$ cat config.mk
export PLATFORM = sky130hd
export DESIGN_NAME = phase_sequencer
export DESIGN_NICKNAME = d
export VERILOG_FILES = /design/src/rtl/phase_sequencer.sv
export SDC_FILE = /design/constraint.sdc
export NUM_CORES = 1
export LEC_CHECK = 0
export ABC_AREA = 1
export CORE_UTILIZATION = 52
export DETAILED_ROUTE_END_ITERATION = 10
export HOLD_SLACK_MARGIN = 0.02
export MAX_ROUTING_LAYER = met4
export PLACE_DENSITY = 0.75
export SLEW_MARGIN = 0
export SYNTH_ARGS = -nofsm -noshare
export SYNTH_HDL_FRONTEND = slang
export SYNTH_SLANG_ARGS = --single-unit
$ cat constraint.sdc
create_clock -name clk -period 1.9 [get_ports clk]
set_input_delay 0.19 -clock clk [delete_from_list [all_inputs] [get_ports clk]]
set_output_delay 0.19 -clock clk [all_outputs]
set_load 0.1 [all_outputs]
$ cat src/rtl/phase_sequencer.sv
// One-hot instruction phase generator: decode/exec/rdmem/fetch with optional rdmem skip,
// wait-stated memory phases, mem_ready handshake, halt parking and a retired-instruction count.
module phase_sequencer #(
  parameter int WAIT_CYCLES = 0,
  parameter int USE_READY   = 0,
  parameter int SKIP_RDMEM  = 1,
  parameter int CNT_W       = 16
) (
  input  logic             clk,
  input  logic             rst,
  input  logic             insn_rd,
  input  logic             insn_wr,
  input  logic             mem_ready,
  input  logic             halt_req,
  output logic             phase_decode,
  output logic             phase_exec,
  output logic             phase_rdmem,
  output logic             phase_fetch,
  output logic             phase_half,
  output logic             step,
  output logic             halted,
  output logic [CNT_W-1:0] retired
);

  typedef enum logic [2:0] {
    INIT   = 3'd0,
    DECODE = 3'd1,
    EXEC   = 3'd2,
    RDMEM  = 3'd3,
    FETCH  = 3'd4,
    HALT   = 3'd5
  } state_t;

  state_t     state;
  state_t     nxt;
  logic [3:0] wait_cnt;
  logic       mem_done;

  function automatic state_t next_state(input state_t s, input logic rd, input logic hreq);
    case (s)
      INIT:    next_state = FETCH;
      FETCH:   next_state = hreq ? HALT : DECODE;
      DECODE:  next_state = EXEC;
      EXEC:    next_state = (rd || (SKIP_RDMEM == 0)) ? RDMEM : FETCH;
      RDMEM:   next_state = FETCH;
      HALT:    next_state = DECODE;
      default: next_state = INIT;
    endcase
  endfunction

  assign nxt = next_state(state, insn_rd, halt_req);

  // A memory phase may complete only once the wait count has drained; mem_ready seen
  // earlier is deliberately not remembered.
  assign mem_done = (wait_cnt == 4'd0) && ((USE_READY == 0) || mem_ready);

  always_comb begin
    step = 1'b1;
    case (state)
      EXEC:          step = insn_wr ? mem_done : 1'b1;
      RDMEM, FETCH:  step = mem_done;
      HALT:          step = ~halt_req;
      default:       step = 1'b1;
    endcase
  end

  always_ff @(posedge clk) begin
    if (!rst) begin
      state        <= INIT;
      wait_cnt     <= 4'd0;
      retired      <= '0;
      phase_decode <= 1'b0;
      phase_exec   <= 1'b0;
      phase_rdmem  <= 1'b0;
      phase_fetch  <= 1'b0;
      phase_half   <= 1'b0;
      halted       <= 1'b0;
    end else if (step) begin
      state        <= nxt;
      wait_cnt     <= 4'(WAIT_CYCLES);
      phase_decode <= (nxt == DECODE);
      phase_exec   <= (nxt == EXEC);
      phase_rdmem  <= (nxt == RDMEM);
      phase_fetch  <= (nxt == FETCH);
      phase_half   <= (nxt == DECODE) || (nxt == EXEC);
      halted       <= (nxt == HALT);
      if (state == FETCH) retired <= retired + CNT_W'(1);
    end else if (wait_cnt != 4'd0) begin
      wait_cnt <= wait_cnt - 4'd1;
    end
  end

endmodule

==> metrics.yaml <==
yosys:
  synthDistinctLibCells: 30
  netlist_top_cells_count: "nand2_1 (54), dfxtp_1 (29), nand3_1 (28)"
  synth-simple-area-share_pct: 38.6
  yosys.cell_count.top_type: "nand2_1"
  synth_compound_area_share_pct: 11.7
  yosysWarnings: 0
  synthTopCellsByArea: "dfxtp_1 (34%), nand2_1 (12%), nand3_1 (8.2%), nor2_1 (5.3%), a21oi_2 (5.2%)"
  postSynth.asyncResetShare_pct: 0
  synth_top_family_by_area: "simple AND/OR/NAND/NOR gates"
  ys_ff_latch: 29
  syn_nets: 243
  synth_xor_area_share_pct: 4.64
  syn-cell-area_sq_um: 1700
  synth-adder-area-share_pct: 2.21
  yosys.area.top_type: "dfxtp_1"
  synth-seq-area-share_pct: 34.1
  netlist_instances: 234
  synth_top_area_share_pct: 34.1
  synth_edf_count: 0
  muxShareOfSynthArea_pct: 0
  synth_ff_type: "dfxtp_1"
  avgSynthCellArea_sq_um: 7.27
finish:
  syn_to_final_growth_pct: 21.4
  final_util_pct: 67.1
  drive_gt1_share_pct: 33.3
  design_area_sq_um: 2060
  antenna_cells: 0
  fin_nets: 278
global_routing:
  grt_pass1_wl_microns: 6200
  grt_pass1_vias: 1343
  grt_max_degree: 16
  grt-ovfl-total: 0
  antenna_found_initial: 0
  track_usage_pct: 24.7
routing:
  drt_iter0_markers: 86
  vias: 1607
  wl_per_cell_microns: 11.6
  wl_microns: 3660
  drc: 0
  drtAntennaViolNets: 0
  via_per_inst: 5.12
  first_pass_iters: 4
placed_design:
  io_buffers: 27
  gp_congestion: 0.912
  dp_hpwl_microns: 2770
  postPlaceCellArea_sq_um: 1970
  post-place-ws_ps: 192
outcome:
  status: "completed"
pwr:
  p_leak_nw: 0.813
  power_density_nw_per_um2: 1310
  ir_drop_mv: 0.944
  p_total_mw: 2.70
cts:
  cts.sinks: 29
  cts_inserted_buffers: 5
  cts-root-buf: "clkbuf_4"
  ctsHoldBuffers: 0
  htree_levels: 2
  clkLatencyLatePin_ps: 330
  clkTransAtPathRegs_ps: 90
  clk_path_buf_depth: 2
  cts_tree: "built"
setup_path:
  start_kind: "flop"
  arrival_ps: 1590
  crit_path_end_kind: "output port"
  reg2reg_depth: 10
  critPathRequiredTime_ps: 1710
  worstPathMaxFanout: 6
  criticalPathCategory: "flop to output port"
timing:
  skew_ps: 8.84
  setup_tns_ps: 0
  worst_slew_pin_slew_ps: 316
  setup_viol: 0
  slew_violations: 0
  maxSlewHeadroom_pct: 78.9
  hold_viol_final: 0
  setup_ws_ps: 120
  period_needed_ps: 1780
  rsz0062_at_grt: "false"
  period_share_pct: 93.7
  fmax_mhz: 562
floorplan:
  die-height_microns: 59.2
  ioPinCount: 29
  fp-row-count: 20
  core_region_area_sq_um: 3080
  die-area_sq_um: 3500
  start_util_pct: 55.2
  die_w_microns: 59.2
flow_run:
  max_cap_viol_count: 0
worst_hold_path:
  min_path_type: "flop to flop"
  hold_depth: 2
-- report_power, final --
| group | total (mW) | switching (mW) | internal [mW] |
|---|---|---|---|
| logic | 1.47 | 1.07 | 0.397 |
| clock network | 0.429 | 0.215 | 0.214 |
| registers | 0.802 | 0.103 | 0.699 |
-- metal layers --
| layer | wire [microns] | GRT usage [%] | part of all wire [%] |
|---|---|---|---|
| met4 | 24 | 9.52 | 0.66 |
| met2 | 1610 | 34.5 | 44 |
| met3 | 180 | 6.11 | 4.9 |
| met5 | 0 | - | 0 |
| met1 | 1840 | 34.1 | 50 |
-- layout make-up --
type	count	area, sq um
Multi-Input combinational cell	176	981
Inverter	23	86.3
Tap cell	44	55.1
Clock inverter	1	5.00
Clock buffer	7	65.1
Sequential cell	29	594
Timing Repair Buffer	34	278
Fill cell	295	1010
-- registers in the layout (all words and copies together), names as in the netlist --
name,cells
halted,1
phase_decode,1
phase_exec,1
phase_fetch,1
phase_half,1
phase_rdmem,1
retired,16
state,3
wait_cnt,4
-- placed cells by master (no fill, tap or decap), types with 2 or more instances in the layout --
master and count:
a21oi_1 7, a21oi_2 10, buf_4 29, clkbuf_4 5, clkbuf_8 2, clkdlybuf4s50_1 4
dfxtp_1 18, dfxtp_2 11, ha_1 3, inv_1 14, inv_2 9, nand2_1 54
nand2_2 13, nand3_1 28, nand4_1 9, nor2_1 24, nor3_1 2, nor3_2 2
o21ai_1 4, o22ai_1 2, xnor2_1 4, xor2_1 5
-- worst max-delay path, stage by stage, from the launching register on --
cell,delay [ps]
dfxtp_2,350
inv_1,70
ha_1,200
nand2_2,100
nand2_1,80
nand2_1,130
nand3_4,140
buf_12,200
-- what timing repair did --
item	CTS	global route
pin swaps	1	1
endpoints found under the setup margin	1	4
resized for setup	0	3
buffers inserted	3	0
-- worst paths after layout --
check,from,endpoint,slack [ps]
max,wait_cnt[0],step,120
min reg2reg,phase_exec,phase_exec,450
max reg2reg,wait_cnt[0],state[0],160
min,phase_exec,phase_exec,450
-- cell families (layout without fill, tap and decap cells) --
group | Yosys count | in the layout
buffers and inverters | 29 | 65
and+or+nand+nor | 137 | 137
adders and majority gates | 3 | 3
AOI/OAI and AO/OA | 27 | 27
DFF | 29 | 29
xor gates and xnor gates | 9 | 9
-- per-stage QoR --
step | std cells | hold WS, ps
2_1_floorplan | 234 | 300
3_3_place_gp | 304 | 434
3_5_place_dp | 304 | 441
4_1_cts | 314 | 456
5_1_grt | 314 | 484
6_report | 314 | 453
No activity file was read; power rests on OpenSTA's default activity.
==> edit 1 (same settings) <==
The parameter `CNT_W` goes from 16 to 20.
--- a/src/rtl/phase_sequencer.sv
+++ b/src/rtl/phase_sequencer.sv
@@ -4,7 +4,7 @@
   parameter int WAIT_CYCLES = 0,
   parameter int USE_READY   = 0,
   parameter int SKIP_RDMEM  = 1,
-  parameter int CNT_W       = 16
+  parameter int CNT_W       = 20
 ) (
   input  logic             clk,
   input  logic             rst,
Interface: changed (resized retired); port bits go from 29 to 33. No check against the original RTL was run, so the function may have changed too.
==> edit 1 against the unedited design <==
Synthesized area increased by 7.4%; worst setup slack improved by 0.026 ns; hold slack worse by 0.0021 ns; wire length increased by 12%; register-to-register slack better by 0.02 ns; sequential cell count grew 4; die area is 7.1% higher; power is 0.16% higher; maximum frequency grew 1.5%; sequential share of layout area rose by 1.6 points; sequential power is 7.6% higher; cell area up 7.8%; cell count rose by 14%.
==> edit 1: results (changes against the unedited design) <==
| Metric | Value |
|---|---|
| Outcome | finished clean |
| Post-synthesis sequential area ratio | 0.362 (+0.0205) |
| Tot GR Track Use | 0.239 (-0.00796) |
| Worst-skew pair later-pin latency | between 0.3 and 0.4 ns |
| Warnings from Yosys | 0 (unchanged) |
| Critical path's slowest cell | dfxtp_2 |
| Via-per-instance ratio | 5.03 (-1.8%) |
| Post-Syn Nets | 282 (+16%) |
| Biggest regs | retired x20, wait_cnt x4, state x3 |
| Synth unique cells | 29 (-3.3%) |
| Clock skew | 0.0125 ns (+0.00368 ns) |
| Slowest stage delay, CP | 0.35 ns (about the same) |
| Dpl cells | 349 (+15%) |
| Slew headroom | 0.815 (+0.0262) |
| CTS clk-pin slew, worst paths | 0.09 ns (about the same) |
| Critical Path AT | 1.56 ns (-0.03 ns) |
| Top FF cell, synth | dfxtp_1 |
| Routed WL per cell | 11.4 microns (-1.9%) |
| Inserted Clock Buffers | 5 (unchanged) |
| Post-synth ARST share | 0 (unchanged) |
| Largest net degree at the start of global routing | 19 (+3) |
| Via count | 1800 (+12%) |
| Layout net count | 322 (+16%) |
| Post-place instance area | 2160 sq um (+9.5%) |
| Number of global-route vias before repair | 1438 (+7.1%) |
| Post-synthesis cell count | 273 (+17%) |
| Worst path top cell family by delay | flip-flops |
| Root Driver | clkbuf_4 |
| IO Port Bufs | 31 (+15%) |
| Share of cells above drive strength 1 | 0.234 (-0.0994) |
| Hold Crit Class | register to register |
| Bufs on Longest Clock Path | 2 (unchanged) |
| CTS H-Tree Depth | 2 (unchanged) |
| Initial DRC Count | 78 (-9.3%) |
| First-pass GRT wire length | 6.37 mm (+2.8%) |
| Initial antenna violation count | 0 (unchanged) |
| Synth top area cells | dfxtp_1 36%, nand2_1 18%, nor2_1 7.2%, nand3_1 6.0%, a21oi_1 4.7% |
| Pre-Repair DR Iteration Count | 4 (unchanged) |
| Dpl ws | -0.00788 ns (-0.200 ns) |
| Crit Path Max Fanout | 4 (-2) |
| RD Place Congestion | 0.796 (-13%) |
| Leakage | 0.000917 uW (+13%) |
| DPL Wire Length | 2.96 mm (+6.9%) |
| N_diodes | 0 (unchanged) |
| VDD IR max | 1.15 mV (+22%) |
| Post-synth top cells | 86 x nand2_1, 35 x nor2_1, 33 x dfxtp_1, 22 x nand3_1, 21 x inv_1 |
[edit 1: cell types whose count changed after synthesis, sizes merged, moves of 2 or more]
cell	before	now
xnor2	4	6
nand3b	0	3
dfxtp	29	33
a21oi	17	22
o22ai	2	0
nand3	30	24
buf	5	7
nand4	9	3
nand2	68	89
o21ai	5	12
nor2	26	38
nor3	4	1
[edit 1: kinds of logic after synthesis]
group,Yosys count,synth area share
compound gates,36,0.114
xor+xnor,11,0.0528
fa+ha+maj,3,0.0206
buf+inv,31,0.0747
flops,33,0.362
simple gates,159,0.376
[edit 1: final timing paths]
path	slack [ns]	depth (start not counted)	to	startpoint
worst max-delay path	0.15	7	step	wait_cnt[0]
worst min-delay path	0.45	2	phase_rdmem	phase_rdmem
worst max register to register	0.18	10	state[2]	wait_cnt[0]
worst min register to register	0.45	2	phase_rdmem	phase_rdmem
[edit 1: final cells by class]
class                           count  area [sq um]
Timing Repair Buffer               41           330
Clock buffer                        5          37.5
Fill cell                         321          1110
Clock inverter                      1          5.00
Multi-Input combinational cell    209          1030
Sequential cell                    33           677
Tap cell                           46          57.6
Inverter                           23          87.6
[edit 1: repair_timing]
item / in CTS / in global routing
gates resized for setup: 1 / 2
setup buffers: 2 / 1
pin swaps: 0 / 1
cloned: 0 / 0
hold endpoints to repair: 0 / 0
endpoints found under the setup margin: 4 / 3
[edit 1: metal layers]
metal | GRT usage | part of all wire | up-vias
li1 | - | - | 945
met1 | 0.320 | 0.49 | 821
met2 | 0.356 | 0.45 | 30
met3 | 0.0567 | 0.051 | 4
met4 | 0.0779 | 0.0088 | 0
met5 | - | 0 | -
[edit 1: where the power goes]
group,internal (uW),switching [uW],leakage (uW)
registers,778,85.5,0.000274
clock network,128,227,0.0000269
logic,435,1050,0.000616
total,1340,1360,0.000917
==> edit 2 (same flow settings) <==
Made on the original files. Re-encode `state_t` (6 states) as one-hot, 6 bits wide.
--- a/src/rtl/phase_sequencer.sv
+++ b/src/rtl/phase_sequencer.sv
@@ -22,13 +22,13 @@
   output logic [CNT_W-1:0] retired
 );
 
-  typedef enum logic [2:0] {
-    INIT   = 3'd0,
-    DECODE = 3'd1,
-    EXEC   = 3'd2,
-    RDMEM  = 3'd3,
-    FETCH  = 3'd4,
-    HALT   = 3'd5
+  typedef enum logic [5:0] {
+    INIT   = 6'b000001,
+    DECODE = 6'b000010,
+    EXEC   = 6'b000100,
+    RDMEM  = 6'b001000,
+    FETCH  = 6'b010000,
+    HALT   = 6'b100000
   } state_t;
 
   state_t     state;
Check against the original RTL: same outputs for any inputs over 10 cycles, from zero or initial values and one cycle with rst low; not proved beyond that.
==> edit 2 against the unedited design <==
Critical path depth shrank 1; cell area grew 7.0%; hold slack gained 0.0075 ns; wire length grew 7.2%; register-to-register slack lost 0.02 ns; non-clock buffer count is the same; first-iteration DRC count shrank 24%; worst setup slack gained 0.011 ns; sequential cell count grew 3; synthesized area grew 6.0%; highest routed layer unchanged.
Power is not compared: it rests on default switching activity, and its combinational part moved more than twofold at a synthesized area within 25%.
==> edit 2: results (changes against the unedited design) <==
| Metric | Value |
|---|---|
| Post-cts resize count | 1 (+1) |
| RD Place Congestion | 0.923 (+1.3%) |
| Via count | 1677 (+4.4%) |
| Synth Area in Compound Gates | 0.110 (-0.00728) |
| Adder-Cell Fraction of Synth Area | 0.0208 (-0.00124) |
| Share of cells above drive strength 1 | 0.343 (+0.00952) |
| Post-Syn Nets | 253 (+4.1%) |
| Worst hold start | halted |
| Synth top area cells | dfxtp_1 36%, nand2_1 10%, nand3_1 7.8%, nor2_1 5.6%, a21oi_2 4.9% |
| Tcrit/Tclk final | 0.931 (-0.00557) |
| DPL Wire Length | 2.76 mm (-0.45%) |
| Worst-skew pair later-pin latency | 0.35 ns (+0.02 ns) |
| End of the worst register-to-register path | retired[8] |
| Dpl cells | 317 (+4.3%) |
| Final Routed Wirelength | 3.92 mm (+7.2%) |
| Reg2Reg Depth | 9 (-1) |
| Critical path's slowest cell | dfxtp_1 |
| Layout net count | 288 (+3.6%) |
| Clock skew | 0.0118 ns (+0.00299 ns) |
| Worst path top cell family by delay | simple AND/OR/NAND/NOR gates |
| Inserted Clock Buffers | 5 (unchanged) |
| Hold EP | halted |
| Reg2Reg Setup Slack | 0.14 ns (-0.02 ns) |
| Tot GR Track Use | 0.246 (-0.00119) |
| GR met2 Demand/Resource | 0.399 (+0.0536) |
| CTS clk-pin slew, worst paths | 0.12 ns (+0.03 ns) |
| Via-per-instance ratio | 5.14 (+0.51%) |
| Post-synthesis xor/xnor area fraction | 0.0583 (+0.0120) |
| Synth unique cells | 28 (-6.7%) |
| Crit Path Max Fanout | 4 (-2) |
| Initial DRC Count | 65 (-24%) |
| Dpl ws | 0.0519 ns (-0.140 ns) |
| Number of global-route vias before repair | 1511 (+13%) |
| Outcome | finished clean |
| Hold Worst Slack | 0.460 ns (+0.00754 ns) |
| Post-place instance area | 2090 sq um (+6.3%) |
| R2R Path Start | state[2] |
| First-pass GRT wire length | 6.40 mm (+3.3%) |
| Post-synthesis sequential area ratio | 0.356 (+0.0141) |
| M1 GR Usage | 0.273 (-0.0684) |
| Slowest stage delay, CP | 0.37 ns (+0.02 ns) |
| Syn Area/Cell | 7.38 sq um (+1.6%) |
| Slew headroom | 0.760 (-0.0286) |
| Routing usage on met3 | 0.0704 (+0.00923) |
| Switch share | 0.403 |
[edit 2: cell types whose count changed after synthesis, sizes merged, moves of 3 or more]
cell / unedited run / this run
nand2: 68 / 60
dfxtp: 29 / 32
xor2: 5 / 8
o21ai: 5 / 8
nor2: 26 / 34
[edit 2: worst min-delay path, cell delays in order (launching register included)]
cell     delay, ns
dfxtp_1       0.33
nand2_1       0.06
nand2_1       0.04
[edit 2: final cells by class]
type / count / area, sq um / share of cell area
Clock inverter: 3 / 42.5 / 0.0193
Timing Repair Buffer: 34 / 282 / 0.127
Sequential cell: 32 / 659 / 0.299
Tap cell: 46 / 57.6 / 0.0261
Clock buffer: 5 / 37.5 / 0.0170
Multi-Input combinational cell: 182 / 1040 / 0.471
Inverter: 24 / 90.1 / 0.0408
[edit 2: metal layers]
metal  part of all wire  vias to the layer above
met5                  0                        -
met4              0.027                        0
met3              0.042                        8
met2               0.48                       38
met1               0.45                      767
li1                   -                      864
